<file path="config.mk">
export PLATFORM = sky130hd
export DESIGN_NAME = sdcard_dma
export DESIGN_NICKNAME = d
export VERILOG_FILES = /design/src/rtl/sdcard_dma.sv
export SDC_FILE = /design/constraint.sdc
export NUM_CORES = 1
export LEC_CHECK = 0
export CORE_MARGIN = 5
export CORE_UTILIZATION = 52
export DETAILED_ROUTE_END_ITERATION = 16
export HOLD_SLACK_MARGIN = 0.02
export PLACE_DENSITY = 0.81
export SLEW_MARGIN = 20
export SYNTH_ARGS = -nofsm -noshare
export SYNTH_HDL_FRONTEND = slang
export SYNTH_SLANG_ARGS = --single-unit
</file>
<file path="constraint.sdc">
create_clock -name clk -period 2.5 [get_ports clk]
set_input_delay 0.5 -clock clk [delete_from_list [all_inputs] [get_ports clk]]
set_output_delay 0.5 -clock clk [all_outputs]
set_load 0.01 [all_outputs]
</file>
<file path="src/rtl/sdcard_dma.sv">
// Sector DMA engine for the memory-mapped SPI SD card block: sequences card
// commands and moves whole 512-byte sectors between the card cache and memory.
module sdcard_dma #(
  parameter logic [23:0] TIMEOUT = 24'hffffff
) (
  input  logic        clk,
  input  logic        rst_n,
  input  logic [3:0]  a,
  input  logic [31:0] d,
  input  logic        we,
  output logic [31:0] spo,
  output logic        irq,
  output logic [15:0] sd_a,
  output logic [31:0] sd_d,
  output logic        sd_we,
  input  logic [31:0] sd_spo,
  output logic [31:0] mem_a,
  output logic [31:0] mem_d,
  output logic        mem_rd,
  output logic        mem_we,
  input  logic [31:0] mem_spo,
  input  logic        mem_ready,
  output logic [2:0]  state_dbg
);
  // Memory handshake: mem_rd/mem_we are held with stable mem_a/mem_d until a
  // cycle where mem_ready=1 (that same cycle counts, including the first one);
  // the request drops on the following cycle. sd_we is a one-cycle strobe.
  typedef enum logic [2:0] {
    S_IDLE, S_POLL, S_FILL, S_SETADDR, S_CMD, S_WAIT, S_DRAIN, S_NEXT
  } state_t;

  localparam logic [15:0] SD_STATUS = 16'h2010;
  localparam logic [15:0] SD_ADDR   = 16'h1000;
  localparam logic [15:0] SD_READ   = 16'h1004;
  localparam logic [15:0] SD_WRITE  = 16'h1008;
  localparam logic [31:0] SD_CMD_GO = 32'h01000000;
  localparam logic [6:0]  LAST_WORD = 7'd127;

  function automatic logic [31:0] swap32(input logic [31:0] v);
    return {v[7:0], v[15:8], v[23:16], v[31:24]};
  endfunction

  state_t      state;
  logic [31:0] sector, memaddr;
  logic [15:0] count;
  logic        dir, irq_en, done, error, filled;
  logic [6:0]  idx;
  logic [1:0]  phase;
  logic [23:0] timer;

  logic        ctrl_wr, start_req, abort_req, busy, sd_ready, poll_expired;
  logic [31:0] word_off;

  assign ctrl_wr      = we && (a == 4'hc);
  assign start_req    = ctrl_wr && d[0];
  assign abort_req    = ctrl_wr && d[3];
  assign busy         = (state != S_IDLE);
  assign sd_ready     = sd_spo[24];
  assign poll_expired = (timer >= TIMEOUT - 24'd1);
  assign word_off     = {23'b0, idx, 2'b00};
  assign irq          = (done | error) & irq_en;
  assign state_dbg    = state;

  always_comb begin
    spo = '0;
    case (a)
      4'h0:    spo = sector;
      4'h4:    spo = memaddr;
      4'h8:    spo = {16'h0, count};
      4'hc:    spo = {count, 11'b0, busy, done, error, irq_en, dir};
      default: spo = '0;
    endcase
  end

  always_ff @(posedge clk or negedge rst_n) begin
    if (!rst_n) begin
      state <= S_IDLE;
      sector <= '0; memaddr <= '0; count <= '0;
      dir <= 1'b0; irq_en <= 1'b0; done <= 1'b0; error <= 1'b0; filled <= 1'b0;
      idx <= '0; phase <= '0; timer <= '0;
      sd_a <= SD_STATUS; sd_d <= '0; sd_we <= 1'b0;
      mem_a <= '0; mem_d <= '0; mem_rd <= 1'b0; mem_we <= 1'b0;
    end else begin
      if (we && !busy) begin
        case (a)
          4'h0: sector  <= {d[31:9], 9'b0};
          4'h4: memaddr <= {d[31:2], 2'b0};
          4'h8: count   <= d[15:0];
          default: ;
        endcase
      end
      if (ctrl_wr) begin
        irq_en <= d[2];
        if (!busy) dir <= d[1];
        if (d[4]) begin
          done  <= 1'b0;
          error <= 1'b0;
        end
      end

      case (state)
        S_IDLE: begin
          if (start_req) begin
            done  <= (count == 16'd0);
            error <= 1'b0;
            if (count != 16'd0) begin
              state  <= S_POLL;
              timer  <= '0;
              filled <= 1'b0;
            end
          end
        end
        S_POLL: begin
          if (sd_ready) begin
            timer <= '0;
            if (dir && !filled) begin
              state  <= S_FILL;
              idx    <= '0;
              phase  <= 2'd0;
              mem_rd <= 1'b1;
              mem_a  <= memaddr;
            end else begin
              state <= S_SETADDR;
              sd_a  <= SD_ADDR;
              sd_d  <= swap32(sector);
              sd_we <= 1'b1;
            end
          end else if (poll_expired) begin
            state <= S_IDLE;
            error <= 1'b1;
          end else begin
            timer <= timer + 24'd1;
          end
        end
        S_FILL: begin
          // Three beats per word: memory read, cache write, issue next read.
          case (phase)
            2'd0: if (mem_ready) begin
              mem_rd <= 1'b0;
              sd_d   <= mem_spo;
              sd_a   <= {7'b0, idx, 2'b00};
              sd_we  <= 1'b1;
              phase  <= 2'd1;
            end
            2'd1: begin
              sd_we <= 1'b0;
              if (idx == LAST_WORD) begin
                state  <= S_POLL;
                filled <= 1'b1;
                sd_a   <= SD_STATUS;
                timer  <= '0;
              end else begin
                idx   <= idx + 7'd1;
                phase <= 2'd2;
              end
            end
            default: begin
              mem_rd <= 1'b1;
              mem_a  <= memaddr + word_off;
              phase  <= 2'd0;
            end
          endcase
        end
        S_SETADDR: begin
          sd_we <= 1'b0;
          state <= S_CMD;
        end
        S_CMD: begin
          sd_a  <= dir ? SD_WRITE : SD_READ;
          sd_d  <= SD_CMD_GO;
          sd_we <= 1'b1;
          timer <= '0;
          state <= S_WAIT;
        end
        S_WAIT: begin
          // The command strobe cycle is not a status read, so it is skipped.
          if (sd_we) begin
            sd_we <= 1'b0;
            sd_a  <= SD_STATUS;
          end else if (sd_ready) begin
            if (dir) begin
              state <= S_NEXT;
            end else begin
              state <= S_DRAIN;
              idx   <= '0;
              phase <= 2'd0;
              sd_a  <= 16'h0000;
            end
          end else if (poll_expired) begin
            state <= S_IDLE;
            error <= 1'b1;
          end else begin
            timer <= timer + 24'd1;
          end
        end
        S_DRAIN: begin
          if (phase == 2'd0) begin
            mem_we <= 1'b1;
            mem_a  <= memaddr + word_off;
            mem_d  <= sd_spo;
            phase  <= 2'd1;
          end else if (mem_ready) begin
            mem_we <= 1'b0;
            phase  <= 2'd0;
            if (idx == LAST_WORD) begin
              state <= S_NEXT;
              sd_a  <= SD_STATUS;
            end else begin
              idx  <= idx + 7'd1;
              sd_a <= {7'b0, idx + 7'd1, 2'b00};
            end
          end
        end
        S_NEXT: begin
          sector  <= sector + 32'd512;
          memaddr <= memaddr + 32'd512;
          count   <= count - 16'd1;
          filled  <= 1'b0;
          timer   <= '0;
          if (count == 16'd1) begin
            state <= S_IDLE;
            done  <= 1'b1;
          end else begin
            state <= S_POLL;
          end
        end
        default: state <= S_IDLE;
      endcase

      if (abort_req) begin
        state  <= S_IDLE;
        sd_we  <= 1'b0;
        sd_a   <= SD_STATUS;
        mem_rd <= 1'b0;
        mem_we <= 1'b0;
        error  <= 1'b1;
      end
    end
  end
endmodule
</file>
# --- Yosys cells after proc, flatten, opt, wreduce, memory -nomap -nowiden ---
# Index checks and enable logic that the tools add are counted.
word_totals:
  regBits: 236
  inputBits: 104
  out_inout_bits: 151
op_classes:
  n_addsub: 6
  magnitude_cmp: 1
  eq_ne: 50
  mux: 113
  bitwise_logic: 3
  n_reduce_logical: 46
op_table:
  columns: ["operator", "n"]
  rows:
  - ["32-bit 2-to-1 mux", 14]
  - ["16-bit 2-to-1 mux", 13]
  - ["24-bit 2-to-1 mux", 8]
  - ["32-bit one-hot mux with 3 select lines", 2]
  - ["32-bit one-hot mux with 4 select lines", 1]
  - ["24-bit one-hot mux with 5 select lines", 1]
  - ["16-bit one-hot mux with 5 select lines", 1]
  - ["32-bit by 10-bit adder with 32-bit output (second input constant)", 2]
  - ["7-bit 2-to-1 mux", 9]
  - ["3-bit inequality test (second input constant)", 15]
  - ["3-bit 2-to-1 mux", 12]
  - ["2-bit inequality test (second input constant)", 17]
  - ["32-bit by 9-bit adder with 32-bit output", 1]
  - ["16-bit one-hot mux with 2 select lines", 1]
  - ["1-bit 2-to-1 mux", 29]
  - ["7-bit one-hot mux with 4 select lines", 1]
  - ["5-bit AND reduction", 5]
  - ["24-bit by 1-bit adder with 24-bit output (second input constant)", 1]
  - ["24-bit greater-or-equal comparator (second input constant)", 1]
  - ["3-bit one-hot mux with 8 select lines", 1]
  - ["4-bit inequality test (second input constant)", 5]
  - ["2-bit 2-to-1 mux", 9]
  - ["9-bit AND reduction", 2]
  - ["3-bit nonzero test", 6]
  - ["36 further kinds", 62]

# --- Depth between registers and ports, before layout ---
# Gate-level depths: netlist (run 1).
logic_depth:
  depth_word: 8
  depth_mapped: 10

# --- Least setup slack after synthesis (run 1) ---
# No wires, ideal clock.
synth_timing:
  kind: "register to register"
  startpoint: "register state[0] (netlist: state_dbg[0])"
  endpoint: "register idx[4]"
  arrival_ns: 2.123
  setup_slack_ns: 0.246
  path_stages_with_launch: 10
  period_less_slack_ns: 2.254
  path_cell_list: "dfrtp_1 -> buf_2 -> buf_2 -> buf_2 -> nand3b_1 -> o221ai_1 -> a21oi_1 -> o21ai_0 -> o21ai_0 -> o31ai_1"
synth_between:
  elab_chain_len: 3
  word_cells_on_any_way: 15
synth_rtl:
  columns: ["item", "line_no", "source"]
  rows:
  - ["start: declaration", "43", "state_t state;"]
  - ["start signal: assignment", "77", "state <= S_IDLE;"]
  - ["start signal: assignment", "107", "state <= S_POLL;"]
  - ["start signal: assignment", "117", "state <= S_FILL;"]
  - ["3-bit equality test, or another cell as far along", "101", "case (state)"]
  - ["4-bit nonzero test (no source line) or 2-bit inequality test (tied branches)", null, null]
  - ["9-bit AND reduction (no source line)", null, null]
  - ["end signal: assignment", "153", "idx <= idx + 7'd1;"]
  - ["end signal: assignment", "209", "idx <= idx + 7'd1;"]
  - ["end: declaration", "47", "logic [6:0] idx;"]
# Parallel ways exist; a longest one is shown, timed or not.
# A chain may end at the register's enable or synchronous reset.

# --- Worst setup path in the final report (run 1) ---
layout_timing:
  startpoint: "input a[1]"
  endpoint: "output spo[13]"
layout_between:
  elab_chain_len: 2
  word_cells_on_any_way: 5
layout_rtl:
  columns: ["item", "line_no", "source"]
  rows:
  - ["start: declaration", "8", "input logic [3:0] a,"]
  - ["4-bit equality test, or another cell as far along", "66", "case (a)"]
  - ["32-bit one-hot mux with 4 select lines *", "66", null]
  - ["end: declaration", "11", "output logic [31:0] spo,"]
# Mark *: on every way between the ends. The rest lies on a longest branch, timed or not.

==> metrics.txt, run 1 <==
Die Span X roughly 160 um; post-route setup TNS 0 ns; yosys warns 0; Iteration-0 DRC Markers 1553; clk slew on worst S/H paths 0.06 ns; reg2reg setup slack between 0.1 and 0.15 ns; area occupied by multi-input gates 0.00600 mm^2; core area 0.0226 mm^2; Reg area 0.00541 mm^2; Final Total Pwr slightly below 20 mW; share of layout cells above drive strength 1 0.172; Pwr Density 1170 mW/mm^2; CTS H-Tree Depth 1; Syn Area/Cell between 8 and 9 um^2; CP Launch Type input pin; Synth Cell Area approximately 0.012 mm^2; dpl ws -0.604 ns; post-DP HPWL ~31 mm; Fill cells around 1700; worst endpoint data arrival time between 1.5 and 2 ns; relative slew slack 0.471; placed cell count 1916; Post-Layout Cell Count approximately 2000; required time of the critical path 2.00 ns; IO Count approximately 260; std cell rows between 50 and 60; commonest non-fill, non-tap cells in the layout dfrtp_1, clkdlybuf4s50_1, nand2_1, buf_4, nor2_1; Async SR Flop Fraction 1.00; final WL 40.9 mm; routed len/inst 20.8 um; CTS max path bufs 3; Root Buffer clkbuf_16; CTS tree done; GPL Wtd Cong 1.04; Final Worst Setup Slack roughly 0.037 ns; crit-path max FO 16; drt via density 6.20; commonest non-fill, non-tap cell in the layout dfrtp_1; first-pass GRT wire length 65.0 mm; Hold Fails Final Rpt 0; Worst IR Drop VDD about 870 uV; critical path endpoint category primary output; First-pass DRT Iterations 7; max frequency 0.406 GHz; ANT cells 0; Tcrit/Tclk final 0.985; Setup CP Type input pin to primary output; Antenna Nets Post-Route 0; post-route minimum period around 2.5 ns; Post-Synthesis Cells between 1000 and 1500; drc violations 0; die area roughly 0.026 mm^2; Worst-Margin Slew just under 0.8 ns; die height ~160 um; Initial Util 0.526; fin. max-slew vios 0; initial antenna violation count 0; P_leak ~7.1 nW; ys flop type dfrtp_1; Hold WC Path Type register to register; PortBufs between 200 and 250; Seq cells post-synth 216; GRT Residual Overflow 0; max cap viols 0; total track usage 0.306; Cell variety after synth between 80 and 90; Final Setup Violations 0; largest net degree at the start of global routing 64; Clock Sinks 216; synth-to-layout area growth 39.3%; nets@finish around 1800; Post-synth EDFFs 0; Clk Latency, worst-skew pair approximately 0.52 ns; Vias around 12000; RSZ-0062 raised after global routing no; skew final 0.00865 ns; hold_ws about 0.48 ns; outcome finished, final reports clean; TritonCTS Buffers 25; vias in the first global route ~12000; register area share after synthesis 0.455
## layout make-up
type                            count  share of cell area
Clock buffer                       31              0.0416
Clock inverter                     14              0.0156
Inverter                           42             0.00953
Multi-Input combinational cell    977               0.362
Sequential cell                   216               0.327
Tap cell                          285              0.0215
Timing Repair Buffer              404               0.222
## state kept, by name (all words and copies together), names as in the netlist
signal / flops
state_dbg: 3
mem_rd: 1
sector: 23
sd_d: 32
mem_we: 1
sd_we: 1
mem_d: 32
error: 1
memaddr: 30
done: 1
phase: 2
idx: 7
sd_a: 9
mem_a: 30
count: 16
dir: 1
filled: 1
irq_en: 1
timer: 24
## per-layer routing
metal	share of wire	vias to the layer above	routed length, um	global-route usage
li1	-	5539	-	-
met1	0.38	5766	15600	0.394
met2	0.46	741	18700	0.498
met3	0.11	153	4580	0.0704
met4	0.049	0	2030	0.135
met5	0	-	0	0
## logic make-up after synthesis
logic type                 count (synthesis)  share of synthesized area
DFF                                      216                      0.455
other                                      1                   0.000316
buffers and inverters                    138                     0.0482
adders and majority gates                 16                     0.0175
AOI/OAI and AO/OA                        367                      0.208
and+or+nand+nor                          504                      0.203
muxes                                     38                     0.0357
xor gates and xnor gates                  43                     0.0317
## worst paths after layout
kind / start / endpoint / cells after the start
min in group asynchronous: rst_n / mem_a[28] / 2
worst max register to register: idx[3] / mem_a[27] / 8
max in group asynchronous: rst_n / mem_a[31] / 3
worst min-delay path: sd_d[12] / sd_d[12] / 2
worst max-delay path: a[1] / spo[13] / 7
worst min register to register: sd_d[12] / sd_d[12] / 2
## cells in the mapped netlist (9+ instances only)
library cell | instances | area share
buf_1 | 12 | 0.0038
a31oi_1 | 11 | 0.0058
dfrtp_1 | 214 | 0.45
o31ai_1 | 11 | 0.0070
a21oi_1 | 94 | 0.040
inv_1 | 41 | 0.013
o22ai_1 | 9 | 0.0047
buf_4 | 11 | 0.0070
a222oi_1 | 26 | 0.022
a311oi_1 | 10 | 0.0074
mux2_2 | 35 | 0.033
nand2_1 | 150 | 0.047
xnor2_1 | 40 | 0.029
o211ai_1 | 12 | 0.0076
clkbuf_1 | 62 | 0.020
a21o_1 | 11 | 0.0070
and3_1 | 22 | 0.012
nor4_1 | 21 | 0.011
or3_1 | 12 | 0.0063
ha_1 | 15 | 0.016
o21ai_0 | 81 | 0.034
a22oi_1 | 26 | 0.016
nand3_1 | 48 | 0.020
nand4_1 | 24 | 0.013
nor3_1 | 38 | 0.016
a211oi_1 | 23 | 0.015
buf_2 | 10 | 0.0042
nor2_1 | 140 | 0.044
## report_power, final
part	internal (mW)	leakage [nW]	switching [mW]
sequential	4.79	2.59	1.19
combinational	4.35	4.10	4.77
clock	2.67	0.451	1.51
## critical path, stage by stage
cell             delay, ns
clkdlybuf4s15_2       0.28
nor4b_2               0.07
buf_4                 0.18
buf_12                0.15
a222oi_1              0.46
inv_1                 0.08
clkdlybuf4s15_1       0.24
## repair_timing
item / 4_1_cts / 5_1_grt
hold buffers: 1 / 0
endpoints found under the setup margin: 34 / 47
pin swaps: 12 / 14
hold endpoints to repair: 33 / 0
buffers inserted: 7 / 0
resized for setup: 50 / 34
## per-stage QoR
stage / utilization / instance area, um^2
6_report: 0.733 / 16600
5_1_grt: 0.733 / 16600
4_1_cts: 0.735 / 16600
3_5_place_dp: 0.692 / 15600
3_3_place_gp: 0.692 / 15600
2_1_floorplan: - / 11900
(Power assumes the default switching activity.)
==> inputs of run 2 (changes only) <==
--- a/config.mk
+++ b/config.mk
@@ -10,7 +10,7 @@
 export DETAILED_ROUTE_END_ITERATION = 16
 export HOLD_SLACK_MARGIN = 0.02
 export PLACE_DENSITY = 0.81
-export SLEW_MARGIN = 20
+export SLEW_MARGIN = 25
 export SYNTH_ARGS = -nofsm -noshare
 export SYNTH_HDL_FRONTEND = slang
 export SYNTH_SLANG_ARGS = --single-unit
==> results of run 2 <==
No change in the layout: final DEF, timing and power equal those of run 1.
==> inputs of run 3 (changes only) <==
--- a/config.mk
+++ b/config.mk
@@ -5,6 +5,7 @@
 export SDC_FILE = /design/constraint.sdc
 export NUM_CORES = 1
 export LEC_CHECK = 0
+export CAP_MARGIN = 20
 export CORE_MARGIN = 5
 export CORE_UTILIZATION = 52
 export DETAILED_ROUTE_END_ITERATION = 16
==> results of run 3 <==
No change in the layout: final DEF, timing and power equal those of run 1.
